**config.mk**
```make
export PLATFORM = sky130hd
export DESIGN_NAME = conv_rt_param_regs
export DESIGN_NICKNAME = d
export VERILOG_FILES = /design/src/rtl/conv_rt_param_pkg.sv /design/src/rtl/conv_rt_param_ctrl_fsm.sv /design/src/rtl/conv_rt_param_regs.sv
export SDC_FILE = /design/constraint.sdc
export NUM_CORES = 2
export LEC_CHECK = 0
export CELL_PAD_IN_SITES_DETAIL_PLACEMENT = 0
export CELL_PAD_IN_SITES_GLOBAL_PLACEMENT = 1
export CORE_ASPECT_RATIO = 1.5
export CORE_MARGIN = 3
export CORE_UTILIZATION = 42
export CTS_BUF_LIST = sky130_fd_sc_hd__clkbuf_4 sky130_fd_sc_hd__clkbuf_8
export DETAILED_ROUTE_END_ITERATION = 12
export GPL_ROUTABILITY_DRIVEN = 0
export PLACE_DENSITY = 0.82
export SLEW_MARGIN = 10
export SYNTH_ARGS = -nofsm -noshare
export SYNTH_HDL_FRONTEND = slang
export SYNTH_SLANG_ARGS = --single-unit
```
**constraint.sdc**
```tcl
create_clock -name clk -period 29.2 [get_ports clk]
set_input_delay 2.92 -clock clk [delete_from_list [all_inputs] [get_ports clk]]
set_output_delay 2.92 -clock clk [all_outputs]
set_load 0.01 [all_outputs]
```
**src/rtl/conv_rt_param_pkg.sv**
```systemverilog
// Shared types and constants for the conv runtime-parameter register block.
// The parameter bundle packs the 0x04 fields at the LSB and the 0x3C fields at the MSB.
package conv_rt_param_pkg;

  typedef struct packed {
    logic [3:0]  mid_res_buf_row_n_bufferable;
    logic [15:0] mid_res_item_n_foreach_row;
    logic [7:0]  kbufgrpn;
    logic [2:0]  sfc_n_each_wgtblk;
    logic [2:0]  kbufgrpsz;
    logic [9:0]  fmbufrown;
    logic [3:0]  fmbufcoln;
    logic [7:0]  fmbufbankn;
    logic [15:0] kernal_set_n;
    logic [15:0] kernal_num_n;
    logic [15:0] cgrpn_foreach_kernal_set;
    logic [15:0] kernal_chn_n;
    logic [5:0]  max_wgtblk_w;
    logic [4:0]  h_dilated;
    logic [3:0]  dil_vtc_n;
    logic [4:0]  w_dilated;
    logic [3:0]  dil_hzt_n;
    logic [2:0]  kernal_shape;
    logic [31:0] kernal_wgt_baseaddr;
    logic [15:0] ofmap_h;
    logic [15:0] ofmap_w;
    logic [2:0]  inner_pad_tb;
    logic [2:0]  inner_pad_lr;
    logic [2:0]  ext_pad_top;
    logic [2:0]  ext_pad_left;
    logic [15:0] fmap_ext_i_bottom;
    logic [1:0]  ofmap_data_type;
    logic [23:0] ifmap_size;
    logic [15:0] fmap_chn_n;
    logic [15:0] ifmap_w;
    logic [31:0] ofmap_baseaddr;
    logic [31:0] ifmap_baseaddr;
    logic [31:0] data_size_foreach_group;
    logic [15:0] n_foreach_group;
    logic [15:0] group_n;
    logic        is_grp_conv_mode;
    logic [3:0]  cal_round;
    logic [2:0]  hstride;
    logic [2:0]  vstride;
    logic [1:0]  calfmt;
  } conv_rt_param_t;

  typedef enum logic {ST_IDLE, ST_RUN} fsm_state_e;

  localparam logic [7:0] OFS_CTRL = 8'h00;
  localparam logic [7:0] OFS_CALC = 8'h04;
  localparam logic [7:0] OFS_LAST = 8'h3C;
  localparam logic [7:0] OFS_ID   = 8'h40;

  localparam int CTRL_START  = 0;
  localparam int CTRL_EN_MAC = 1;
  localparam int CTRL_EN_PK  = 2;
  localparam int CTRL_IRQ_EN = 3;
  localparam int CTRL_BUSY   = 8;
  localparam int CTRL_DONE   = 9;
  localparam int CTRL_ERR    = 10;

  // Writable bits of each staging word, indexed by word offset (0x04 -> 1).
  function automatic logic [31:0] stage_mask(input logic [3:0] idx);
    case (idx)
      4'd1:                  stage_mask = 32'h0000_1FFF;
      4'd7:                  stage_mask = 32'h03FF_FFFF;
      4'd8, 4'd14, 4'd15:    stage_mask = 32'h0FFF_FFFF;
      4'd11:                 stage_mask = 32'h07FF_FFFF;
      4'd0:                  stage_mask = 32'h0000_0000;
      default:               stage_mask = 32'hFFFF_FFFF;
    endcase
  endfunction

endpackage

```
**src/rtl/conv_rt_param_ctrl_fsm.sv**
```systemverilog
// Start/done handshake with the conv datapath: IDLE/RUN state, start pulse,
// sticky done and start-error flags, and the level interrupt.
module conv_rt_param_ctrl_fsm
  import conv_rt_param_pkg::*;
(
  input  logic clk,
  input  logic rst,
  input  logic i_start_wr,
  input  logic i_done_clr,
  input  logic i_err_clr,
  input  logic i_blk_done,
  input  logic i_irq_en,
  output logic o_busy,
  output logic o_done,
  output logic o_start_err,
  output logic o_irq,
  output logic o_blk_start,
  output logic o_load
);

  fsm_state_e r_state;
  fsm_state_e w_next;
  logic       w_load;
  logic       w_done_set;
  logic       w_err_set;
  logic       r_done;
  logic       r_err;
  logic       r_blk_start;

  always_ff @(posedge clk or posedge rst) begin
    if (rst) r_state <= ST_IDLE;
    else     r_state <= w_next;
  end

  // A start seen while running is judged on the pre-edge state, even if the
  // datapath finishes in the same cycle.
  always_comb begin
    w_next     = r_state;
    w_load     = 1'b0;
    w_done_set = 1'b0;
    w_err_set  = 1'b0;
    case (r_state)
      ST_IDLE: begin
        if (i_start_wr) begin
          w_load = 1'b1;
          w_next = ST_RUN;
        end
      end
      ST_RUN: begin
        if (i_start_wr) w_err_set = 1'b1;
        if (i_blk_done) begin
          w_done_set = 1'b1;
          w_next     = ST_IDLE;
        end
      end
      default: w_next = ST_IDLE;
    endcase
  end

  // Set events take priority over software W1C clears.
  always_ff @(posedge clk or posedge rst) begin
    if (rst) begin
      r_done      <= 1'b0;
      r_err       <= 1'b0;
      r_blk_start <= 1'b0;
    end else begin
      r_blk_start <= w_load;
      if (w_done_set)                r_done <= 1'b1;
      else if (w_load || i_done_clr) r_done <= 1'b0;
      if (w_err_set)                 r_err  <= 1'b1;
      else if (i_err_clr)            r_err  <= 1'b0;
    end
  end

  assign o_busy      = (r_state == ST_RUN);
  assign o_done      = r_done;
  assign o_start_err = r_err;
  assign o_irq       = r_done & i_irq_en;
  assign o_blk_start = r_blk_start;
  assign o_load      = w_load;

endmodule

```
**src/rtl/conv_rt_param_regs.sv**
```systemverilog
// APB3 register block for the conv runtime parameters: staging bank written by
// software, active bank loaded on start, and the datapath handshake.
module conv_rt_param_regs
  import conv_rt_param_pkg::*;
#(
  parameter logic [31:0] ID_VALUE = 32'h434E_5631,
  parameter int          ADDR_W   = 8
) (
  input  logic              clk,
  input  logic              rst,
  input  logic              psel,
  input  logic              penable,
  input  logic              pwrite,
  input  logic [ADDR_W-1:0] paddr,
  input  logic [31:0]       pwdata,
  output logic              pready,
  output logic [31:0]       prdata,
  output logic              pslverr,
  output logic              en_mac_array,
  output logic              en_packer,
  output conv_rt_param_t    rt_param,
  output logic              blk_start,
  input  logic              blk_done,
  output logic              irq
);

  logic [31:0]       r_stage [1:15];
  conv_rt_param_t    r_active;
  logic              r_en_mac;
  logic              r_en_pk;
  logic              r_irq_en;

  logic              w_access;
  logic              w_wr;
  logic              w_rd;
  logic [ADDR_W-3:0] w_word;
  logic [3:0]        w_idx;
  logic              w_is_ctrl;
  logic              w_is_stage;
  logic              w_is_id;
  logic              w_ctrl_wr;
  logic              w_busy;
  logic              w_done;
  logic              w_err;
  logic              w_load;
  logic [31:0]       w_prdata;
  logic              w_unused_addr;
  conv_rt_param_t    w_stage_bundle;

  assign w_access      = psel & penable;
  assign w_wr          = w_access & pwrite;
  assign w_rd          = w_access & ~pwrite;
  assign w_word        = paddr[ADDR_W-1:2];
  assign w_idx         = w_word[3:0];
  assign w_unused_addr = ^paddr[1:0];
  assign w_is_ctrl     = (w_word == (ADDR_W-2)'(OFS_CTRL >> 2));
  assign w_is_stage    = (w_word >= (ADDR_W-2)'(OFS_CALC >> 2)) && (w_word <= (ADDR_W-2)'(OFS_LAST >> 2));
  assign w_is_id       = (w_word == (ADDR_W-2)'(OFS_ID >> 2));
  assign w_ctrl_wr     = w_wr & w_is_ctrl;

  // Masked bits of each staging word are dropped when building the bundle.
  assign w_stage_bundle = {r_stage[15][27:0], r_stage[14][27:0], r_stage[13], r_stage[12],
                           r_stage[11][26:0], r_stage[10], r_stage[9], r_stage[8][27:0],
                           r_stage[7][25:0], r_stage[6], r_stage[5], r_stage[4],
                           r_stage[3], r_stage[2], r_stage[1][12:0]};

  always_ff @(posedge clk or posedge rst) begin
    if (rst) begin
      for (int i = 1; i <= 15; i++) r_stage[i] <= '0;
    end else if (w_wr && w_is_stage) begin
      r_stage[w_idx] <= pwdata & stage_mask(w_idx);
    end
  end

  always_ff @(posedge clk or posedge rst) begin
    if (rst) begin
      r_en_mac <= 1'b0;
      r_en_pk  <= 1'b0;
      r_irq_en <= 1'b0;
    end else if (w_ctrl_wr) begin
      r_en_mac <= pwdata[CTRL_EN_MAC];
      r_en_pk  <= pwdata[CTRL_EN_PK];
      r_irq_en <= pwdata[CTRL_IRQ_EN];
    end
  end

  always_ff @(posedge clk or posedge rst) begin
    if (rst)         r_active <= '0;
    else if (w_load) r_active <= w_stage_bundle;
  end

  conv_rt_param_ctrl_fsm u_fsm (
    .clk         (clk),
    .rst         (rst),
    .i_start_wr  (w_ctrl_wr & pwdata[CTRL_START]),
    .i_done_clr  (w_ctrl_wr & pwdata[CTRL_DONE]),
    .i_err_clr   (w_ctrl_wr & pwdata[CTRL_ERR]),
    .i_blk_done  (blk_done),
    .i_irq_en    (r_irq_en),
    .o_busy      (w_busy),
    .o_done      (w_done),
    .o_start_err (w_err),
    .o_irq       (irq),
    .o_blk_start (blk_start),
    .o_load      (w_load)
  );

  always_comb begin
    w_prdata = 32'h0;
    if (!rst && w_rd) begin
      if (w_is_ctrl) begin
        w_prdata[CTRL_EN_MAC] = r_en_mac;
        w_prdata[CTRL_EN_PK]  = r_en_pk;
        w_prdata[CTRL_IRQ_EN] = r_irq_en;
        w_prdata[CTRL_BUSY]   = w_busy;
        w_prdata[CTRL_DONE]   = w_done;
        w_prdata[CTRL_ERR]    = w_err;
      end else if (w_is_stage) begin
        w_prdata = r_stage[w_idx];
      end else if (w_is_id) begin
        w_prdata = ID_VALUE;
      end
    end
  end

  assign prdata       = w_prdata;
  assign pslverr      = ~rst & w_access & (~(w_is_ctrl | w_is_stage | w_is_id) | (w_is_id & pwrite));
  assign pready       = 1'b1 | w_unused_addr;
  assign en_mac_array = r_en_mac;
  assign en_packer    = r_en_pk;
  assign rt_param     = r_active;

endmodule

```
==> flow_summary.toml <==
[floorplanning]
core_sq_mm = 0.0921
initial_core_util_pct = 42.5
dieArea_sq_mm = 0.0969
ioPinCount = 522
rows = 136
fp.dieW_microns = 255
chipHeight_microns = 380

[power_and_ir_drop]
cellLeakagePower_nw = 23.2
seq_power_share_pct = 49.5
power_frac_comb_pct = 5.1
powerDensity_mw_per_mm2 = 55.9
intPower_mw = 2.05
ir_worst_vdd_mv = 0.0459
swShare_pct = 24.1
p_sw_uw = 650
clkPwrFrac_pct = 45.4

[synthesis]
syn_area_per_cell_sq_um = 13.3
synth-main-ff-cell = "dfrtp_1"
synthCells = 2947
synthArstFlopShare_pct = 100
synth_top_area_share_pct = 59.2
ys_seq_elements = 925
synth.largest_area_cell = "dfrtp_1"
synth_area_sq_mm = 0.0391
synth_edf_count = 0
synthTopCellsByArea = "dfrtp_1 (59%), mux2_4 (15%), o21ai_0 (5.7%), nand2_1 (4.6%), mux4_2 (4.2%)"
ys_seq_area_share_pct = 59.2
syn_nets = 2993
ys_warn_count = 0
ys_types = 44

[route]
drt-pass1-iter-count = 8
ant_nets = 0
first_iter_violations = 1848
vias = 25600
wl_per_cell_microns = 25.6
drc_errors = 0
routed_via_density = 5.35
routed_wl_mm = 122

[worst_setup_path]
timing.critical_path.buf_inv = 3
cpPeakStageDelay_ps = 800
critPathTopFamily = "buffers and inverters"
startpoint_type = "input port"
critPathCaptureType = "output port"
required_ps = 26280
crit_slowest_cell = "buf_4"
worstSetupPathType = "input port to output port"
crit_fanout = 51
crit_chain = "buf_6 > buf_4 > or3_1 > a21oi_1 > a211o_1 > a2111oi_0 > a21o_1 > clkdlybuf4s50_1"
cp.arrival_ps = 6530

[global_route]
grt_pass1_wl_mm = 179
antenna_found_initial = 6
grt_start_max_net_pins = 124
gr-total-overflow = 0
grt_pass1_vias = 25500
grt_use_total_pct = 25.4

[clock_tree]
cts_inserted_buffers = 144
cts_resized = 0
ctsHoldBuffers = 0
cts.sinks = 925
root_buffer = "clkbuf_8"
cts_tree = "built"
cts.path.max_buffers = 3
htreeDepth = 4
postCtsSetupRepairBufs = 0
insertion_delay_ps = 850
cts.clk_slew.worst_paths_ps = 60

[timing]
hold_violations = 0
tns_ps = 0
grt_setup_unrepaired = "no"
final-setup-viol-count = 0
timing.final.crit_share_pct = 32.4
finClkSkew_ps = 34.9
min_period_ps = 9450
slew_viol_final = 0
worstMarginPinSlew_ps = 1150
slew_headroom_pct = 23.4
timing.final.ws_setup_ps = 19750
max_freq_mhz = 106

[placement]
hpwl_mm = 81.9
portBuffers = 518
placed_cell_area_sq_mm = 0.0450
pre_cts_ws_ps = 19720

[job]
max-cap-violations = 0

[run_status]
status = "complete, no violations"

[finish]
drive_above_1_share_pct = 24.6
fin_nets = 3472
final_cell_mix = "dfrtp_1 (925), clkdlybuf4s50_1 (514), nand2_1 (481), o21ai_0 (447), mux2_4 (386)"
layout_commonest_cell = "dfrtp_1"
design_area_sq_mm = 0.0482
area_delta_synth_final_pct = 23.4

[hold_path]
min_path_type = "register to register"
Yosys cell counts (2+ instances only):
cell type	instances
dfrtp_1	925
nand2_1	481
o21ai_0	447
mux2_4	386
clkbuf_1	129
mux2_2	84
mux4_2	73
mux2i_1	51
and2_1	46
buf_6	46
nor2_1	36
buf_2	34
a221oi_1	30
o22ai_1	26
buf_4	19
nand3_1	18
a21oi_1	17
a211oi_1	16
a22oi_1	16
nor3_1	14
nor2b_1	7
inv_1	6
a2111oi_0	4
a21o_1	4
a32o_1	4
buf_1	4
nand2b_1	3
a2111o_1	2
a211o_1	2
a31oi_1	2
nor4_1	2
final cells by class:
class / instances / area (sq um)
Clock inverter: 31 / 424
Fill cell: 7813 / 43800
Clock buffer: 223 / 2810
Multi-Input combinational cell: 1784 / 14700
Sequential cell: 925 / 23100
Inverter: 6 / 30.0
Antenna cell: 7 / 17.5
Tap cell: 1242 / 1550
Timing Repair Buffer: 565 / 5550
cell families (layout without fill, tap and decap cells):
| logic type | count (synthesis) | after routing | synth area share [%] |
|---|---|---|---|
| AOI/OAI and AO/OA | 572 | 572 | 8.08 |
| buffers and inverters | 238 | 825 | 3.46 |
| and+or+nand+nor | 616 | 616 | 6.49 |
| other | 1 | 8 | 0.00959 |
| xor gates and xnor gates | 1 | 1 | 0.0224 |
| muxes | 594 | 594 | 22.7 |
| DFF | 925 | 925 | 59.2 |
power groups by stage:
stage                     Clock (mW)  Combinational, mW  Sequential, mW
final                           1.22              0.138            1.33
after global routing            1.31              0.152            1.34
after CTS                       1.25              0.140            1.33
after detailed placement           0              0.139            1.36
after global placement             0              0.137            1.36
after floorplan                    0             0.0860            1.35
worst paths after layout:
path,from,end,slack (ps),cells past startpoint
setup reg to reg,u_fsm.o_busy$_DFF_PP0_,rt_param[132]$_DFFE_PP0P_,26390,5
min in group asynchronous,rst,rt_param[148]$_DFFE_PP0P_,2700,2
hold / removal,r_stage[30]$_DFFE_PP0P_,r_stage[30]$_DFFE_PP0P_,480,1
max in group asynchronous,rst,rt_param[396]$_DFFE_PP0P_,22790,6
hold reg to reg,r_stage[30]$_DFFE_PP0P_,r_stage[30]$_DFFE_PP0P_,480,1
setup / recovery,paddr[3],prdata[8],19750,8
state kept, by name (all words and copies together) (netlist names):
signal / count
r_stage: 480
rt_param: 438
en_mac_array: 1
en_packer: 1
r_irq_en: 1
u_fsm.o_blk_start: 1
u_fsm.o_busy: 1
u_fsm.o_done: 1
u_fsm.o_start_err: 1
stage by stage:
| step | power, mW | utilization [%] | instances | hold slack, ps |
|---|---|---|---|---|
| after floorplan | 1.44 | - | 2947 | 448 |
| after global placement | 1.49 | 48.9 | 4522 | 463 |
| after detailed placement | 1.50 | 48.9 | 4522 | 468 |
| after CTS | 2.73 | 52.4 | 4776 | 483 |
| after global routing | 2.80 | 52.4 | 4778 | 497 |
| final | 2.70 | 52.4 | 4783 | 482 |
per-layer routing:
metal,vias up,wire length (microns),GRT usage [%]
li1,11300,-,-
met3,208,9280,7.28
met2,889,54000,37.0
met4,0,4810,9.60
met1,13200,54300,35.9
met5,-,0,0
(Power assumes the default switching activity.)
